--- src/rtl/bcd2_binary.sv ---
// bcd2_binary: four-digit packed BCD to 14-bit binary converter.
// Reverse double-dabble, one shift per clock, 14 steps per request.
module bcd2_binary (
  input  logic        clk,
  input  logic        rst_n,
  input  logic        start,
  input  logic [15:0] bcd_in,
  output logic        busy,
  output logic        done,
  output logic        err,
  output logic [13:0] bin_out
);

  typedef enum logic [1:0] {
    IDLE,
    CONV,
    FAIL
  } state_t;

  state_t      state, state_d;
  logic [15:0] dig, dig_d;
  logic [13:0] acc, acc_d;
  logic [3:0]  cnt, cnt_d;
  logic        busy_d, done_d, err_d;
  logic [13:0] bin_d;

  logic        valid_in;
  logic [29:0] shf;
  logic [15:0] dig_fix;

  // Operand check: every nibble must be a decimal digit.
  always_comb begin
    valid_in = 1'b1;
    for (int i = 0; i < 4; i++) begin
      if (bcd_in[4*i +: 4] > 4'd9) valid_in = 1'b0;
    end
  end

  // One step: shift right, then pull shifted nibbles >= 8 back by 3.
  always_comb begin
    shf     = {dig, acc} >> 1;
    dig_fix = shf[29:14];
    for (int i = 0; i < 4; i++) begin
      if (shf[14+4*i+3]) dig_fix[4*i +: 4] = shf[14+4*i +: 4] - 4'd3;
    end
  end

  // Next-state and next-output decode.
  always_comb begin
    state_d = state;
    dig_d   = dig;
    acc_d   = acc;
    cnt_d   = cnt;
    busy_d  = busy;
    done_d  = 1'b0;
    err_d   = err;
    bin_d   = bin_out;
    unique case (state)
      IDLE: begin
        if (start) begin
          dig_d   = bcd_in;
          acc_d   = '0;
          cnt_d   = '0;
          busy_d  = 1'b1;
          state_d = valid_in ? CONV : FAIL;
        end
      end
      CONV: begin
        dig_d = dig_fix;
        acc_d = shf[13:0];
        cnt_d = cnt + 4'd1;
        if (cnt == 4'd13) begin
          bin_d   = shf[13:0];
          err_d   = 1'b0;
          done_d  = 1'b1;
          busy_d  = 1'b0;
          state_d = IDLE;
        end
      end
      FAIL: begin
        bin_d   = '0;
        err_d   = 1'b1;
        done_d  = 1'b1;
        busy_d  = 1'b0;
        state_d = IDLE;
      end
      default: state_d = IDLE;
    endcase
  end

  // State and datapath registers.
  always_ff @(posedge clk or negedge rst_n) begin
    if (!rst_n) begin
      state   <= IDLE;
      dig     <= '0;
      acc     <= '0;
      cnt     <= '0;
      busy    <= 1'b0;
      done    <= 1'b0;
      err     <= 1'b0;
      bin_out <= '0;
    end else begin
      state   <= state_d;
      dig     <= dig_d;
      acc     <= acc_d;
      cnt     <= cnt_d;
      busy    <= busy_d;
      done    <= done_d;
      err     <= err_d;
      bin_out <= bin_d;
    end
  end

endmodule

--- config.mk ---
export PLATFORM = sky130hd
export DESIGN_NAME = bcd2_binary
export DESIGN_NICKNAME = d
export VERILOG_FILES = /design/src/rtl/bcd2_binary.sv
export SDC_FILE = /design/constraint.sdc
export NUM_CORES = 1
export LEC_CHECK = 0
export ABC_AREA = 1
export ABC_CLOCK_PERIOD_IN_PS = 2000
export CAP_MARGIN = 20
export CORE_ASPECT_RATIO = 0.75
export CORE_MARGIN = 2
export CORE_UTILIZATION = 61
export CTS_BUF_LIST = sky130_fd_sc_hd__clkbuf_2
export DETAILED_ROUTE_END_ITERATION = 8
export PLACE_DENSITY = 0.88
export SYNTH_ARGS = -nofsm -noshare
export SYNTH_HDL_FRONTEND = slang
export SYNTH_SLANG_ARGS = --single-unit
export TNS_END_PERCENT = 30
--- constraint.sdc ---
create_clock -name clk -period 2 [get_ports clk]
set_input_delay 0.2 -clock clk [delete_from_list [all_inputs] [get_ports clk]]
set_output_delay 0.2 -clock clk [all_outputs]
set_load 0.01 [all_outputs]
==> Word level (Yosys, flattened, before mapping) <==
Index checks and enable logic that the tools add are counted.
{ "op_classes": {"reduce_logical": 8, "magnitude_cmp": 4, "n_eq_ne": 5, "addsub": 4, "n_mux": 25} }
{ "ops": {"columns": ["operator", "n"], "rows": [
  ["14-bit one-hot mux with 2 select lines", 2],
  ["16-bit one-hot mux with 2 select lines", 1],
  ["14-bit two-way mux", 2],
  ["4-bit > comparator (second input constant)", 4],
  ["16-bit two-way mux", 1],
  ["4-bit two-way mux", 4],
  ["4-bit by 2-bit subtractor with 4-bit output (second input constant)", 3],
  ["4-bit one-hot mux with 2 select lines", 1],
  ["1-bit two-way mux", 7],
  ["2-bit two-way mux", 3],
  ["2-bit AND reduction", 3],
  ["4-bit by 1-bit adder with 4-bit output (second input constant)", 1],
  ["4-bit == test (second input constant)", 1],
  ["2-bit inequality test (second input constant)", 2],
  ["1-bit one-hot mux with 2 select lines", 2],
  ["2-bit one-hot mux with 2 select lines", 1],
  ["2-bit nonzero test", 2],
  ["1-bit one-hot mux with 3 select lines", 1],
  ["3-bit AND reduction", 1],
  ["3-bit nonzero test", 1],
  ["2-bit by 1-bit == test with 1-bit output (second input constant)", 1],
  ["2-bit == test (second input constant)", 1],
  ["2-bit logical NOT", 1]
]} }
{ "word_totals": {"out_inout_bits": 17, "ff_bits": 53, "wordCells": 54, "input_bits": 19} }

==> Logic depth before layout (Yosys ltp) <==
Gate-level depths: netlist (run 1).
{ "logic_depth": {"word_depth": 8, "ltp_mapped": 10} }

==> Worst setup path after synthesis (run 1) <==
OpenSTA, ideal clock, no wires.
{ "synth_path": {"path_kind": "register to register", "from": "register state[1]", "to": "register dig[9]", "synth_period_minus_slack_ps": 1351, "slack_ps": 649, "required_ps": 1870, "n_path_buf": 3, "stages_incl_launch_ff": 10, "t_arrival_ps": 1220, "path_cell_list": "dfrtp_1 > inv_1 > ha_1 > buf_6 > nand2_2 > nand2_2 > buf_6 > buf_6 > o211ai_1 > nand3_1"} }
{ "synth_via": {"elab_chain_cells": 3, "word_cells_on_any_way": 6, "classes_between": "eq/ne: 2; mux: 1; reduce/logical: 3"} }
{ "synth_rtl": {"columns": ["item", "line", "source"], "rows": [
  ["from (decl)", "20", "state_t state, state_d;"],
  ["from (signal assigned)", "103", "state <= state_d;"],
  ["2-bit by 1-bit == test with 1-bit output or 2-bit logical NOT (tied branches)", "58", "unique case (state)"],
  ["2-bit nonzero test (no line) or 2-bit inequality test (tied branches)", null, null],
  ["2-bit AND reduction (no line)", null, null],
  ["to (signal assigned)", "104", "dig <= dig_d;"],
  ["to (decl)", "21", "logic [15:0] dig, dig_d;"]
]} }
Parallel ways exist; a longest one is shown, timed or not.
A chain may end at the register's enable or synchronous reset.

==> Final worst setup path (run 1) <==
{ "layout_path": {"from": "register state[1]", "to": "register bin_out[5]"} }
{ "layout_via": {"elab_chain_cells": 3, "word_cells_on_any_way": 6, "classes_between": "eq/ne: 3; mux: 1; reduce/logical: 2"} }
{ "layout_rtl": {"columns": ["item", "line", "source"], "rows": [
  ["2-bit by 1-bit == test with 1-bit output or 2-bit == test (tied branches)", "58", null],
  ["2-bit inequality test (no line) or 2-bit nonzero test (tied branches)", null, null],
  ["2-bit AND reduction (no line)", null, null],
  ["to (signal assigned)", "110", "bin_out <= bin_d;"],
  ["to (decl)", "11", "output logic [13:0] bin_out"]
]} }
Parallel ways exist; a longest one is shown, timed or not.

==> results of run 1 <==
[cell families after synthesis]
logic type	count (synthesis)	share of synthesized area
AND/OR/NAND/NOR	147	0.2367
AO/OA/AOI/OAI	53	0.1149
flip-flops	52	0.5044
adder cells (fa/ha/maj)	8	0.03880
buffers and inverters	60	0.1052
[per-layer routing]
layer / global-route usage / vias to the layer above
li1: - / 1085
met1: 0.3440 / 1021
met2: 0.4044 / 72
met3: 0.04079 / 3
met4: 0.06650 / 0
met5: 0 / -
[path summary, 6_finish.rpt]
check | to | slack, ns | depth (start not counted)
max | bin_out[5] | 0.38 | 6
min | dig[12] | 0.20 | 2
max reg2reg | bin_out[5] | 0.38 | 6
min reg2reg | bin_out[1] | 0.52 | 2
max in group asynchronous | cnt[1] | 1.27 | 3
min in group clk | dig[8] | 0.27 | 3
[area by class of cell]
class                   instances  area [um^2]
fillers                       325         1051
multi-input cells             208         1007
repair buffers                 40        397.9
clock inverters                 2        13.76
clock buffers                   6        30.03
well taps                      55        68.82
inverters                      49        183.9
flip-flops and latches         52         1301
[flip-flops by register name, indices dropped and copies added, names as in the netlist]
name     count
acc         13
bin_out     14
busy         1
cnt          4
dig         16
done         1
err          1
state        2
[cells in the mapped netlist, drive strengths merged]
cell type and n:
inv 49, nor2 34, o22ai 12, nand4 1, o21ai 27, a21boi 1, a21oi 6, nand2 91
ha 8, dfrtp 52, nand3 21, buf 11, o211ai 1, a31oi 6
[metrics by stage]
| step | total power (W) | instances | hold slack (ns) | worst slack [ns] | utilization |
|---|---|---|---|---|---|
| 6_report | 0.003070 | 412 | 0.1962 | 0.3767 | 0.7407 |
| 3_5_place_dp | 0.002654 | 403 | 0.1804 | 0.3831 | 0.7275 |
| 2_1_floorplan | 0.002340 | 320 | -0.09559 | 0.6492 | - |
| 5_1_grt | 0.003321 | 412 | 0.2034 | 0.2241 | 0.7407 |
| 4_1_cts | 0.003074 | 412 | 0.2065 | 0.3773 | 0.7407 |
| 3_3_place_gp | 0.002569 | 403 | 0.1774 | 0.4607 | 0.7275 |
[power by group]
part           internal (W)  switching, W  total [W]
sequential          0.00127      0.000195    0.00146
combinational      0.000439      0.000745    0.00118
clock             0.0000947      0.000328   0.000423
total               0.00180       0.00127    0.00307
[what timing repair did]
action	4_1_cts	5_1_grt
endpoints found under the hold margin	19	0
setup buffers	0	0
endpoints found under the setup margin	0	0
hold buffers	1	0
==> metrics.cfg, run 1 <==
[outcome]
status = finished clean

[pwr]
cellLeakagePower_nw = 1.433
power_density_nw_per_um2 = 1022
ir_drop_v = 0.0006630

[place]
gp_congestion = 0.8786
postPlaceCellArea_um2 = 2949
dpl.hpwl_mm = 3.963
io_buffers = 35

[finish]
num_antenna_cells = 0
final_cell_mix = nand2_1 (88), dfrtp_1 (52), inv_1 (47), clkdlybuf4s50_1 (34), nor2_1 (33)
finalNetCount = 383
finish.instance_area_um2 = 3003
areaGrowthSynthToFinish_pct = 16.39
final_common_cell = nand2_1
layout-drive-gt1-share = 0.05882

[synth]
synth_area_um2 = 2580
synth_cells = 320
yosys.area.top_type = dfrtp_1
synth.avg_cell_area_um2 = 8.062
yosys.cell_types.count = 21
ys.warnings.count = 0
syn-num-nets = 347
yosysSeqAreaShare = 0.5044
yosys-top-cells-area = dfrtp_1 (50%), nand2_1 (13%), inv_1 (6.8%), nor2_1 (4.8%), o21ai_0 (4.5%)
netlist.area_leader.share = 0.5044
synth_seq_cells = 52

[clock_network]
cts_tree = built
clk_pin_slew_ns = 0.28
insertion_delay_ns = 0.45
cts_resized = 0
htree_levels = 2
tritoncts.num_buffers = 5
clockBufferDepth = 2
cts-root-buf = clkbuf_2
cts_sinks = 52

[setup_path]
cp-start-kind = flip-flop
required_ns = 2.36
worstPathMaxFanout = 14
cpLargestDelayFamily = simple AND/OR/NAND/NOR gates
end_kind = flip-flop
crit-reg2reg-launch = state[1]
critPathLaunch = state[1]
path_cells = inv_1, ha_1, nand4_4, nor2_4, nand2_1, o21ai_0
crit_buf_inv = 1
cpPeakStageDelay_ns = 0.44
worst_path_max_delay_cell = dfrtp_1
worstSetupPathType = reg2reg
arrival_ns = 1.98

[floorplan]
core.rowCount = 20
io_pins = 36
dieArea_um2 = 4771
die-height_um = 60.32
fp.dieW_um = 79.10
core-area_um2 = 4054
initial_core_util = 0.6364

[global_route]
grt_antenna_before_repair = 0
grt_max_degree = 34
grt_pass1_vias = 2058
overflow = 0
grt_pass1_wl_mm = 8.956
grt_usage = 0.2445

[route]
wl_met3_um = 283
routed.top_layer = met4
wl_met2_mm = 2.503
drt_first_iter_violations = 188
wl_per_cell_um = 12.77
antenna_left = 0
first_pass_iters = 4
wl_met1_mm = 2.453
route.detailed.drc = 0
via_count = 2181
drt-total-wl_mm = 5.261
avgViaCountPerCell = 5.294

[sta]
fin_skew_ns = 0.04303
fin_crit_ns = 1.623
slew_violations = 0
rsz0062_at_grt = false
fin_crit_sh = 0.8117
slew_headroom = 0.6649
clock.fmax_mhz = 616.0
worst_pin_slew_ns = 0.5026
setup_violations = 0
hold_viol = 0
tns_ns = 0

[flow_run]
maxCapViolCount = 0

[min_path]
hold_class = in2async

No activity file was read; power rests on OpenSTA's default activity.
==> run 2, diff against run 1 <==
- ABC_CLOCK_PERIOD_IN_PS: 2000 -> 1500
- CORE_UTILIZATION: 61 -> 56
- PLACE_DENSITY: 0.88 -> 0.81
- clock period: 2 -> 1.5 ns (I/O delays scaled with it)
==> run 2 against run 1 <==
  * Core utilization is 1.4 points lower
  * Combinational power is 61% higher
  * Routed wire length is 5.0% higher
  * Largest cell class unchanged
  * Design area is 7.4% higher
  * Hold slack worse by 0.013 ns
  * Non-clock buffer count is 15 higher
  * Largest power group unchanged
  * Die area is 8.4% higher
  * Clock power is 73% higher
  * Critical path depth is 2 higher
  * Via count is 0.96% higher
==> metrics.cfg, run 2 (synthesis gave the netlist of run 1 again) <==
[outcome]
status = finished clean

[finish]
num-fill-cells = 376  ; +16%
final_common_cell = nand2_1
finish.instance_area_um2 = 3226  ; +7.4%
layout-drive-gt1-share = 0.1129  ; +0.05408
largest_reg_flops = 16  ; unchanged
finalNetCount = 398  ; +3.9%
multi_input_area_um2 = 1055  ; +4.7%
regArea_um2 = 1303  ; about the same
reg.largest.list = dig: 16 flops, bin_out: 14 flops, acc: 13 flops
final_cell_mix = nand2_1 (88), dfrtp_1 (51), inv_1 (45), nor2_1 (33), o21ai_0 (23)
areaGrowthSynthToFinish_pct = 25.02
num_antenna_cells = 0  ; unchanged
regMostFlops = dig

[setup_path]
end_kind = flip-flop
critPathLaunch = state[0]
worst_path_max_delay_cell = dfrtp_2
cp_common_cell = nand2_1
rrSetupSlack_ns = 0.04  ; -0.34 ns
cp.depth = 8  ; +2
cpLargestDelayFamily = flip-flops
crit_end = cnt[3]
reg2reg_depth = 8  ; +2
r2r-end = cnt[3]
worstPathMaxFanout = 19  ; +5
path_cells = inv_2, ha_4, nand2_1, nand2_4, buf_4, nand3_1, nand2_1, nor2_1
cp-start-kind = flip-flop
crit_buf_inv = 2  ; +1
worstSetupPathType = reg2reg
arrival_ns = 1.83  ; -0.15 ns
crit-reg2reg-launch = state[0]
required_ns = 1.87  ; -0.49 ns
cpPeakStageDelay_ns = 0.49  ; +0.05 ns

[sta]
fin_hold_ws_ns = 0.1833  ; -0.01298 ns
fin_skew_ns = 0.01996  ; -0.02307 ns
clock.fmax_mhz = 685.1  ; +11%
setup_ws_ns = 0.04029  ; -0.3364 ns
fin_crit_ns = 1.460  ; -0.1636 ns
fin_crit_sh = 0.9731  ; +0.1615
hold_viol = 0  ; unchanged
slew_violations = 0  ; unchanged
tns_ns = 0  ; unchanged
worst_pin_slew_ns = 0.2766  ; -0.2261 ns
slew_headroom = 0.8156  ; +0.1508
setup_violations = 0  ; unchanged

[floorplan]
initial_core_util = 0.5810  ; -0.05541
core-area_um2 = 4441  ; +9.5%
fp.dieW_um = 82.38  ; +4.1%
core.rowCount = 21  ; +5.0%
dieArea_um2 = 5172  ; +8.4%
die-height_um = 62.78  ; +4.1%
io_pins = 36  ; unchanged

[clock_network]
clockBufferDepth = 2  ; unchanged
clk_pin_slew_ns = 0.26  ; -0.02 ns
tritoncts.num_buffers = 5  ; unchanged
insertion_delay_ns = 0.44  ; about the same
cts_tree = built
htree_levels = 2  ; unchanged
cts-root-buf = clkbuf_2
cts_sinks = 52  ; unchanged

[global_route]
grt_pass1_vias = 2049  ; -0.44%
grt_usage = 0.2302  ; -0.01433
overflow = 0  ; unchanged
grt_pass1_wl_mm = 9.156  ; +2.2%
grt_max_degree = 53  ; +56%
grt_antenna_before_repair = 0  ; unchanged

[pwr]
clkPwrFrac = 0.159  ; +0.021
pwr-share-seq = 0.427  ; -0.050
p_int_w = 0.002807  ; +56%
cellLeakagePower_nw = 1.606  ; +12%
combPwrFrac = 0.413  ; +0.027
p_sw_w = 0.001779  ; +40%
power_density_nw_per_um2 = 1422  ; +39%
p_sw_frac = 0.3879  ; -0.02533
ir_drop_v = 0.0009938  ; +50%

[place]
dpl.hpwl_mm = 3.780  ; -4.6%
gp_congestion = 0.8553  ; -2.7%
io_buffers = 35  ; unchanged
pre_cts_ws_ns = -0.008597  ; -0.3917 ns
postPlaceCellArea_um2 = 3042  ; +3.1%

[route]
avgViaCountPerCell = 5.133  ; -3.0%
wl_met1_mm = 2.732  ; +11%
wl_met3_um = 198  ; -30%
first_pass_iters = 4  ; unchanged
wl_per_cell_um = 12.88  ; +0.87%
drt_first_iter_violations = 218  ; +16%
via_count = 2202  ; +0.96%
antenna_left = 0  ; unchanged
wl_met2_mm = 2.526  ; +0.92%
routed.top_layer = met4
route.detailed.drc = 0  ; unchanged
drt-total-wl_mm = 5.526  ; +5.0%

[min_path]
hold_class = in2async

[flow_run]
maxCapViolCount = 0  ; unchanged

-- run 2: worst min path at each step --
| stage | from | endpoint | slack (ns) | depth (start not counted) |
|---|---|---|---|---|
| 3_3_place_gp | rst_n | bin_out[8] | 0.16 | 2 |
| 2_1_floorplan | rst_n | acc[10] | -0.15 | 0 |
| 5_1_grt | rst_n | bin_out[5] | 0.19 | 3 |
| 4_1_cts | rst_n | cnt[3] | 0.18 | 3 |
| 3_5_place_dp | rst_n | err | 0.16 | 2 |
| 6_report | rst_n | bin_out[5] | 0.18 | 3 |
-- run 2: layer usage --
layer | vias to the layer above | track usage
met3 | 9 | 0.04335
met5 | - | 0
met4 | 0 | 0.05625
met1 | 1027 | 0.3343
met2 | 49 | 0.3569
li1 | 1117 | -
-- run 2: stage by stage --
stage | power (W) | utilization | std cells
floorplan | 0.003120 | - | 320
global placement | 0.003628 | 0.6850 | 412
detailed placement | 0.003702 | 0.6850 | 412
CTS | 0.004428 | 0.7087 | 425
global route | 0.004928 | 0.7264 | 429
finish | 0.004586 | 0.7264 | 429
-- run 2: cell type report --
| class | instances | area share |
|---|---|---|
| sequential | 52 | 0.4038 |
| tap | 57 | 0.02211 |
| clock buffer | 6 | 0.009310 |
| clock inverter | 2 | 0.01202 |
| timing repair buffer | 55 | 0.1672 |
| multi-input combinational | 208 | 0.3270 |
| inverter | 49 | 0.05857 |
-- run 2: power by group through the flow --
| stage | Combinational, W | Clock [W] | Sequential [W] |
|---|---|---|---|
| floorplan | 0.00120 | 0 | 0.00192 |
| global placement | 0.00167 | 0 | 0.00196 |
| detailed placement | 0.00173 | 0 | 0.00197 |
| CTS | 0.00174 | 0.000744 | 0.00194 |
| global route | 0.00215 | 0.000789 | 0.00199 |
| finish | 0.00190 | 0.000731 | 0.00196 |
-- run 2: timing repair --
action                     in CTS  in global routing
resized for setup              19                 11
setup buffers                   4                  4
setup endpoints to repair      36                 37
hold buffers                    1                  0
pin swaps                       1                  0
hold endpoints to repair       52                  0
-- run 2: worst reg2reg max path, stage by stage (launching register included) --
cell     delay [ns]
dfrtp_2        0.49
inv_2          0.09
ha_4           0.14
nand2_1        0.10
nand2_4        0.11
buf_4          0.22
nand3_1        0.11
nand2_1        0.09
nor2_1         0.05
==> run 3, diff against run 2 <==
- PLACE_DENSITY: 0.81 -> 0.84
==> run 3 against run 2 <==
  * Hold slack lost 0.022 ns
  * Global-route usage is 0.93 points higher
  * Die area unchanged
  * Clock power is 4.1% higher
  * Critical endpoint is now dig[14]
  * First-iteration DRC count up 7.3%
  * Combinational power increased by 4%
  * Routed wire length grew 5.8%
  * Highest routed layer unchanged
  * Sequential share of layout area decreased by 0.34 points
  * Sequential cell count stayed put
==> metrics.cfg, run 3 (synthesis gave the netlist of run 1 again) <==
[outcome]
status = finished clean

[floorplan]
io_pins = 36  ; unchanged
core.rowCount = 21  ; unchanged
dieArea_um2 = 5172  ; unchanged
fp.dieW_um = 82.38  ; unchanged
die-height_um = 62.78  ; unchanged
core-area_um2 = 4441  ; unchanged
initial_core_util = 0.5810  ; unchanged

[setup_path]
path_cells = inv_2, ha_4, inv_4, nand2_4, nand2_8, buf_12, buf_4, nor2_1, a31oi_1
worstPathMaxFanout = 7  ; -12
required_ns = 1.88  ; about the same
cpPeakStageDelay_ns = 0.51  ; +0.02 ns
end_kind = flip-flop
arrival_ns = 1.86  ; +0.03 ns
cp-start-kind = flip-flop
cpLargestDelayFamily = flip-flops
worstSetupPathType = reg2reg
worst_path_max_delay_cell = dfrtp_2
crit_buf_inv = 4  ; +2

[pwr]
ir_drop_v = 0.0009556  ; -3.8%
cellLeakagePower_nw = 1.599  ; -0.47%
power_density_nw_per_um2 = 1450  ; +1.9%

[finish]
layout-drive-gt1-share = 0.1378  ; +0.02493
regMostFlops = dig
finalNetCount = 396  ; -0.50%
areaGrowthSynthToFinish_pct = 26.09
num_antenna_cells = 0  ; unchanged
largest_reg_flops = 16  ; unchanged
reg.largest.list = dig: 16 flops, bin_out: 14 flops, acc: 13 flops
final_common_cell = nand2_1
final_cell_mix = nand2_1 (84), dfrtp_1 (51), inv_1 (43), nor2_1 (30), o21ai_0 (22)
finish.utilization = 0.7326  ; +0.006199

[flow_run]
maxCapViolCount = 0  ; unchanged

[sta]
fin_crit_sh = 0.9879  ; +0.01476
fin_skew_ns = 0.01699  ; -0.002976 ns
clock.fmax_mhz = 674.8  ; -1.5%
slew_headroom = 0.8192  ; +0.003565
slew_violations = 0  ; unchanged
hold_viol = 0  ; unchanged
rsz0062_at_grt = true
fin_crit_ns = 1.482  ; +0.02214 ns
fin_hold_ws_ns = 0.1617  ; -0.02156 ns
tns_ns = 0  ; unchanged
worst_pin_slew_ns = 0.2712  ; -0.005347 ns
setup_violations = 0  ; unchanged
setup_ws_ns = 0.01815  ; -0.02214 ns

[global_route]
grt_pass1_wl_mm = 9.528  ; +4.1%
grt_max_degree = 53  ; unchanged
grt_antenna_before_repair = 0  ; unchanged
grt_usage = 0.2395  ; +0.009327
overflow = 0  ; unchanged
grt_pass1_vias = 2148  ; +4.8%

[clock_network]
cts_tree = built
clockBufferDepth = 2  ; unchanged
cts_sinks = 52  ; unchanged
tritoncts.num_buffers = 5  ; unchanged
cts-root-buf = clkbuf_2
clk_pin_slew_ns = 0.27  ; about the same
htree_levels = 2  ; unchanged
insertion_delay_ns = 0.46  ; +0.02 ns

[route]
route.detailed.drc = 0  ; unchanged
first_pass_iters = 4  ; unchanged
wl_met2_mm = 2.853  ; +13%
antenna_left = 0  ; unchanged
via_count = 2236  ; +1.5%
routed.top_layer = met4
wl_per_cell_um = 13.69  ; +6.3%
wl_met1_mm = 2.608  ; -4.5%
wl_met3_um = 310  ; +57%
avgViaCountPerCell = 5.237  ; +2.0%
drt_first_iter_violations = 234  ; +7.3%
drt-total-wl_mm = 5.847  ; +5.8%

[place]
pre_cts_ws_ns = -0.06578  ; -0.05718 ns
dpl.hpwl_mm = 3.809  ; +0.77%
io_buffers = 35  ; unchanged
gp_congestion = 0.8285  ; -3.1%

[min_path]
hold_class = in2async

-- run 3: cell types whose count changed in the layout (fill, tap and decap cells not counted), sizes merged --
cell / delta
clkinvlp: +3
clkbuf: -1
buf: -3
inv: -1
-- run 3: per-layer routing --
| metal | GRT usage | vias to the layer above |
|---|---|---|
| li1 | - | 1110 |
| met1 | 0.3327 | 1058 |
| met2 | 0.3730 | 61 |
| met3 | 0.04913 | 7 |
| met4 | 0.08333 | 0 |
| met5 | 0 | - |
-- run 3: metrics by stage --
step	std cells	area, um^2	power [W]
finish	427	3253	0.004715
detailed placement	410	3014	0.003643
CTS	422	3109	0.004381
global route	427	3253	0.005083
global placement	410	3014	0.003562
floorplan	320	2580	0.003120
-- run 3: final cells by class --
type                       instances  area (um^2)
sequential                        52         1303
fill                             328         1187
multi-input combinational        208         1082
timing repair buffer              52        528.0
inverter                          49        190.2
tap                               57        71.32
clock inverter                     3        46.29
clock buffer                       5        25.02
timing repair inverter             1        7.507
-- run 3: worst register-to-register path, cell delays in order (launching register included) --
cell and delay (ns):
dfrtp_2 0.51, inv_2 0.09, ha_4 0.16, inv_4 0.05, nand2_4 0.08, nand2_8 0.08
buf_12 0.13, buf_4 0.15, nor2_1 0.11, a31oi_1 0.06
-- run 3: worst paths after layout --
path                       startpoint          to  slack, ns  cells past startpoint
max                          state[0]     dig[14]       0.02                      9
min                             rst_n  bin_out[9]       0.16                      3
max reg2reg                  state[0]     dig[14]       0.02                      9
min reg2reg                    acc[6]  bin_out[5]       0.51                      2
max in group asynchronous       rst_n      acc[6]       1.12                      3
min in group clk           bcd_in[12]     dig[12]       0.24                      3
-- run 3: power by group --
| part | switching (W) | leakage [nW] | total (W) | internal (W) |
|---|---|---|---|---|
| Sequential | 0.000280 | 0.678 | 0.00197 | 0.00169 |
| Clock | 0.000474 | 0.0396 | 0.000761 | 0.000287 |
| Combinational | 0.00115 | 0.881 | 0.00198 | 0.000833 |
-- run 3: repair_timing --
action / CTS / global route
endpoints found under the hold margin: 52 / 0
resized for setup: 17 / 28
endpoints found under the setup margin: 45 / 50
pin swaps: 1 / 8
gates cloned: 0 / 1
hold buffers: 1 / 0
setup buffers: 3 / 4
